File: config.mk
export PLATFORM = sky130hd
export DESIGN_NAME = isp8_wb_bridge
export DESIGN_NICKNAME = d
export VERILOG_FILES = /design/src/rtl/isp8_wb_bridge.sv
export SDC_FILE = /design/constraint.sdc
export NUM_CORES = 1
export LEC_CHECK = 0
export BUFFER_PORTS_ARGS = -buffer_cell sky130_fd_sc_hd__buf_2
export CAP_MARGIN = 40
export CORE_ASPECT_RATIO = 1.5
export CORE_MARGIN = 10
export CORE_UTILIZATION = 49
export DETAILED_ROUTE_END_ITERATION = 10
export GPL_ROUTABILITY_DRIVEN = 1
export HOLD_SLACK_MARGIN = 0.05
export PLACE_DENSITY = 0.88
export SETUP_SLACK_MARGIN = 0.05
export SLEW_MARGIN = 20
export SYNTH_ARGS = -nofsm -noshare
export SYNTH_HDL_FRONTEND = slang
export SYNTH_SLANG_ARGS = --single-unit
File: constraint.sdc
create_clock -name clk -period 3.3 [get_ports clk]
set_input_delay 0.66 -clock clk [delete_from_list [all_inputs] [get_ports clk]]
set_output_delay 0.66 -clock clk [all_outputs]
set_load 0.005 [all_outputs]
File: src/rtl/isp8_wb_bridge.sv
`timescale 1ns/1ps
`default_nettype none
// ============================================================================
// Module   : isp8_wb_bridge
// Purpose  : Turns the single-cycle external access strobes of the isp8 I/O
//            control stage into Wishbone B3 classic single transfers. Returns
//            read data plus a one-cycle completion pulse to the core, and keeps
//            the core stalled (ext_busy) while a transfer is outstanding.
// Ports    : clk, rst_n (async, active-low)
//            ext_addr/ext_dout/ext_mem_wr/ext_mem_rd/ext_io_wr/ext_io_rd : core request
//            ext_din/ext_ready/ext_busy : core response
//            bus_err (sticky), err_clr   : error status
//            wb_cyc_o/wb_stb_o/wb_we_o/wb_adr_o/wb_dat_o : Wishbone master
//            wb_dat_i/wb_ack_i/wb_err_i                  : Wishbone slave reply
// Options  : ISP8_WB_TIMEOUT_EN - adds a TMO_W-bit watchdog that ends a silent
//            transfer as an error after 2^TMO_W-1 XFER cycles.
// Revision : 1.0 - initial release
// ============================================================================
module isp8_wb_bridge #(
  parameter int PORT_AW = 8,
  parameter int TMO_W   = 8
) (
  input  logic               clk,
  input  logic               rst_n,
  input  logic [PORT_AW-1:0] ext_addr,
  input  logic [7:0]         ext_dout,
  input  logic               ext_mem_wr,
  input  logic               ext_mem_rd,
  input  logic               ext_io_wr,
  input  logic               ext_io_rd,
  output logic [7:0]         ext_din,
  output logic               ext_ready,
  output logic               ext_busy,
  output logic               bus_err,
  input  logic               err_clr,
  output logic               wb_cyc_o,
  output logic               wb_stb_o,
  output logic               wb_we_o,
  output logic [PORT_AW:0]   wb_adr_o,
  output logic [7:0]         wb_dat_o,
  input  logic [7:0]         wb_dat_i,
  input  logic               wb_ack_i,
  input  logic               wb_err_i
);

  typedef enum logic [1:0] {
    IDLE = 2'd0,
    XFER = 2'd1,
    DONE = 2'd2
  } state_t;

  state_t state;

  logic [3:0] strobes;
  logic       any_strobe;
  logic       multi_strobe;
  logic       sel_we;
  logic       sel_io;
  logic       tmo_hit;
  logic       err_term;
  logic       err_set;

  assign strobes      = {ext_mem_wr, ext_mem_rd, ext_io_wr, ext_io_rd};
  assign any_strobe   = |strobes;
  // More than one bit set: clearing the lowest set bit leaves something.
  assign multi_strobe = (strobes & (strobes - 4'd1)) != 4'd0;

  // Priority mem_wr > mem_rd > io_wr > io_rd resolved into direction and space.
  assign sel_we = ext_mem_wr | (~ext_mem_rd & ext_io_wr);
  assign sel_io = ~ext_mem_wr & ~ext_mem_rd;

`ifdef ISP8_WB_TIMEOUT_EN
  localparam logic [TMO_W-1:0] TMO_LAST = {TMO_W{1'b1}} - TMO_W'(1);

  logic [TMO_W-1:0] tmo_cnt;

  // Counter is zero on every XFER entry; the cycle in which it would step to
  // all-ones is the last one the slave gets.
  always_ff @(posedge clk or negedge rst_n) begin
    if (!rst_n) begin
      tmo_cnt <= '0;
    end else if (state == IDLE) begin
      tmo_cnt <= '0;
    end else if (state == XFER) begin
      tmo_cnt <= tmo_cnt + TMO_W'(1);
    end
  end

  assign tmo_hit = (tmo_cnt == TMO_LAST);
`else
  // Watchdog absent: TMO_W only sizes the optional counter, so this is 0.
  assign tmo_hit = (TMO_W < 1);
`endif

  assign err_term = wb_err_i | tmo_hit;

  // Dropped strobes (collision in IDLE, or any strobe while busy) and failed
  // terminations all raise the sticky error.
  assign err_set = (state == IDLE) ? multi_strobe
                                   : (any_strobe | ((state == XFER) & err_term));

  always_ff @(posedge clk or negedge rst_n) begin
    if (!rst_n) begin
      state     <= IDLE;
      ext_din   <= 8'h00;
      ext_ready <= 1'b0;
      ext_busy  <= 1'b0;
      bus_err   <= 1'b0;
      wb_cyc_o  <= 1'b0;
      wb_stb_o  <= 1'b0;
      wb_we_o   <= 1'b0;
      wb_adr_o  <= '0;
      wb_dat_o  <= 8'h00;
    end else begin
      ext_ready <= 1'b0;

      if (err_set) begin
        bus_err <= 1'b1;
      end else if (err_clr) begin
        bus_err <= 1'b0;
      end

      case (state)
        IDLE: begin
          if (any_strobe) begin
            wb_adr_o <= {sel_io, ext_addr};
            wb_dat_o <= ext_dout;
            wb_we_o  <= sel_we;
            wb_cyc_o <= 1'b1;
            wb_stb_o <= 1'b1;
            ext_busy <= 1'b1;
            state    <= XFER;
          end
        end

        XFER: begin
          if (err_term || wb_ack_i) begin
            if (err_term) begin
              ext_din <= 8'hFF;
            end else if (!wb_we_o) begin
              ext_din <= wb_dat_i;
            end
            wb_cyc_o  <= 1'b0;
            wb_stb_o  <= 1'b0;
            ext_busy  <= 1'b0;
            ext_ready <= 1'b1;
            state     <= DONE;
          end
        end

        DONE: begin
          state <= IDLE;
        end

        default: begin
          state <= IDLE;
        end
      endcase
    end
  end

endmodule
`default_nettype wire

==> summary.txt <==
STA
  • Period utilization: 53.47%
  • Setup TNS Final: 0 ns
  • Slew Viols, Final: 0
  • Fmax: 566.8 MHz
  • RSZ-0062 raised after global routing: no
  • Slew HR: 55.71%
  • Final min period: 1.764 ns
  • Setup violators final: 0
  • Clock Skews: 0.006750 ns
  • Slew @ Worst Pin: 0.6644 ns
  • Final hold violation count: 0

Yosys
  • Post-synthesis simple-gate area fraction: 12.18%
  • Synth Area in Compound Gates: 10.06%
  • Post-synthesis mux area share: 15.77%
  • Synth Instances: 102
  • Top post-synthesis cells by area: dfrtp_1 57%, mux2_4 10%, o21ba_2 5.9%
  • Mapped Area: 1356 um2
  • Yosys top cell by area: dfrtp_1
  • Synth Area per Inst: 13.30 um2
  • Yosys reg bits: 31
  • Library cells used by synthesis: 24
  • Ys flop type: dfrtp_1
  • YS warnings: 0
  • Post-synth EDFFs: 0
  • Xor/xnor share of the synthesized area: 0%
  • Sequential share of the synthesized area: 57.20%
  • Post-synth ARST share: 100.0%
  • Post-synth top area share: 57.20%
  • Syn Nets: 135
  • Area share of fa/ha/maj cells after synthesis: 0%
  • Main combinational cell family by area after synthesis: multiplexers

Layout
  • Area growth, synth to finish: 31.09%
  • Commonest cells after routing, fill and taps aside: 63 x buf_2, 31 x dfrtp_1, 9 x mux2_4, 8 x nor4_1, 8 x o21ba_2
  • Antenna diodes: 0
  • Nets@finish: 198
  • Fill count: 221
  • Most common cell after layout, fill and taps aside: buf_2
  • Ratio of cells with drive above 1 in the final layout: 58.43%
  • Fin cells: 203
  • Final instance area: 1778 um2

Pwr
  • Static Leakage: 0.8364 nW
  • Pwr/cell area: 945.9 nW/um2
  • VDD IR max: 0.5607 mV
  • Tot Pwr: 1.682 mW

Setup path
  • Startpoint Class: primary input
  • Crit path arrival time: 1.93 ns
  • Worst Setup Path Type: in -> reg
  • CP required: 3.46 ns
  • CP max FO: 17
  • Top Family by Delay on Critical Path: simple AND/OR/NAND/NOR gates
  • CP max stage delay: 0.59 ns
  • CP max-delay cell: or4_4
  • Internal reg-to-reg setup slack: 1.68 ns
  • Crit. End Element: flop
  • Ordered list of cells on the worst path: buf_2 > or4_4 > nand2_8 > mux2_2
  • WP buf/inv: 1

Flow run
  • MaxCap Viol Count: 0

GRT
  • Largest net degree at the start of global routing: 32
  • Vias in the first global route: 1121
  • GRT overflow: 0
  • Initial antenna violation count: 0
  • Met2 GRT Util: 24.19%
  • Gr usage total: 13.22%
  • Most Crowded Layer GR: met2
  • GR Util met3: 6.383%
  • Met1 GRT Util: 11.93%
  • First-pass GRT wire length: 5.457 mm

Clock tree
  • CTS root buffer: clkbuf_8
  • Clock Sink Count: 31
  • Post-CTS Hold Buffers: 0
  • Num CTS Buffers: 5
  • Clock Path Buffers: 2
  • Latest clock arrival within the worst-skew pair: 0.28 ns
  • CTS tree: yes
  • Post-cts resize count: 0
  • Post-CTS Setup Inserts: 0
  • CTS clk-pin slew, worst paths: 0.07 ns
  • H-Tree Level Count: 2

Hold path
  • Hold Crit Class: in -> async

Floorplan
  • Die Ht: 84.44 um
  • Die area: 5316 um2
  • Chip Width: 62.96 um
  • Core area: 2676 um2
  • I/O pins: 64
  • Cell row count: 23
  • Initial Utilization: 50.68%

Placed design
  • Hpwl dp: 2.680 mm
  • RePlAce Congestion: 0.7202
  • Instance area after placement: 1660 um2
  • Port bufs: 63
  • Cell count after placement: 195

Route
  • Post-DRT Antenna Nets: 0
  • Vias/cell: 5.059
  • Vias: 1027
  • Drc violations: 0
  • Starting DRT DRC Count: 21
  • WL/cell: 16.75 um
  • Final wirelength: 3.401 mm
  • DR pass1 iterations: 4

Run status
  • Status: complete, no violations
==> per-stage QoR <==
| stage | setup slack, ns | hold WS, ns | util (%) |
|---|---|---|---|
| after floorplan | 1.344 | 0.3644 | - |
| after global placement | 1.280 | 0.4715 | 62.04 |
| after detailed placement | 1.238 | 0.4880 | 62.04 |
| after CTS | 1.542 | 0.4257 | 66.43 |
| after global routing | 1.492 | 0.4504 | 66.43 |
| final | 1.536 | 0.4073 | 66.43 |
==> per-layer routing <==
layer,vias up,part of all wire [%]
met3,6,6.7
met4,0,1.7
met1,503,34
met5,-,0
li1,485,-
met2,33,57
==> state kept, by name, summed over array words and instances, names as in the netlist <==
signal     cells
wb_adr_o       9
ext_din        8
wb_dat_o       8
state          2
bus_err        1
ext_ready      1
wb_stb_o       1
wb_we_o        1
==> where the power goes <==
group / switching (mW) / internal [mW] / total [mW]
logic: 0.295 / 0.360 / 0.655
registers: 0.0974 / 0.551 / 0.649
clock network: 0.134 / 0.244 / 0.378
total: 0.527 / 1.16 / 1.68
==> area by class of cell <==
class	instances	area [um2]	share of cell area [%]
inverters	2	7.507	0.4222
repair buffers	63	315.3	17.73
well taps	37	46.29	2.604
flip-flops and latches	31	775.7	43.63
multi-input cells	62	515.5	28.99
clock inverters	2	35.03	1.970
clock buffers	6	82.58	4.645
==> synthesized netlist by cell type (2+ instances only) <==
library cell	number
nor4_1	8
mux2_2	6
buf_4	2
nand2_1	4
nand2b_1	4
dfrtp_1	31
inv_1	2
o21ba_2	8
a21oi_1	4
mux2_4	9
o21ai_0	3
nor2_1	7
clkbuf_1	3
==> logic make-up (layout without fill, tap and decap cells) <==
logic type | after synthesis | in the layout
compound gates | 18 | 18
buf+inv | 9 | 73
simple gates | 28 | 28
flops | 31 | 31
mux | 16 | 16
==> path summary, 6_finish.rpt <==
check	to	cells past startpoint	startpoint
setup / recovery	wb_dat_o[2]	4	ext_mem_wr
hold / removal	wb_adr_o[3]	1	rst_n
setup reg to reg	ext_din[6]	3	state[1]
hold reg to reg	wb_adr_o[7]	1	wb_adr_o[7]
max in group asynchronous	wb_adr_o[4]	1	rst_n
min in group clk	wb_adr_o[7]	1	wb_adr_o[7]
Power figures use the tool's default switching activity.
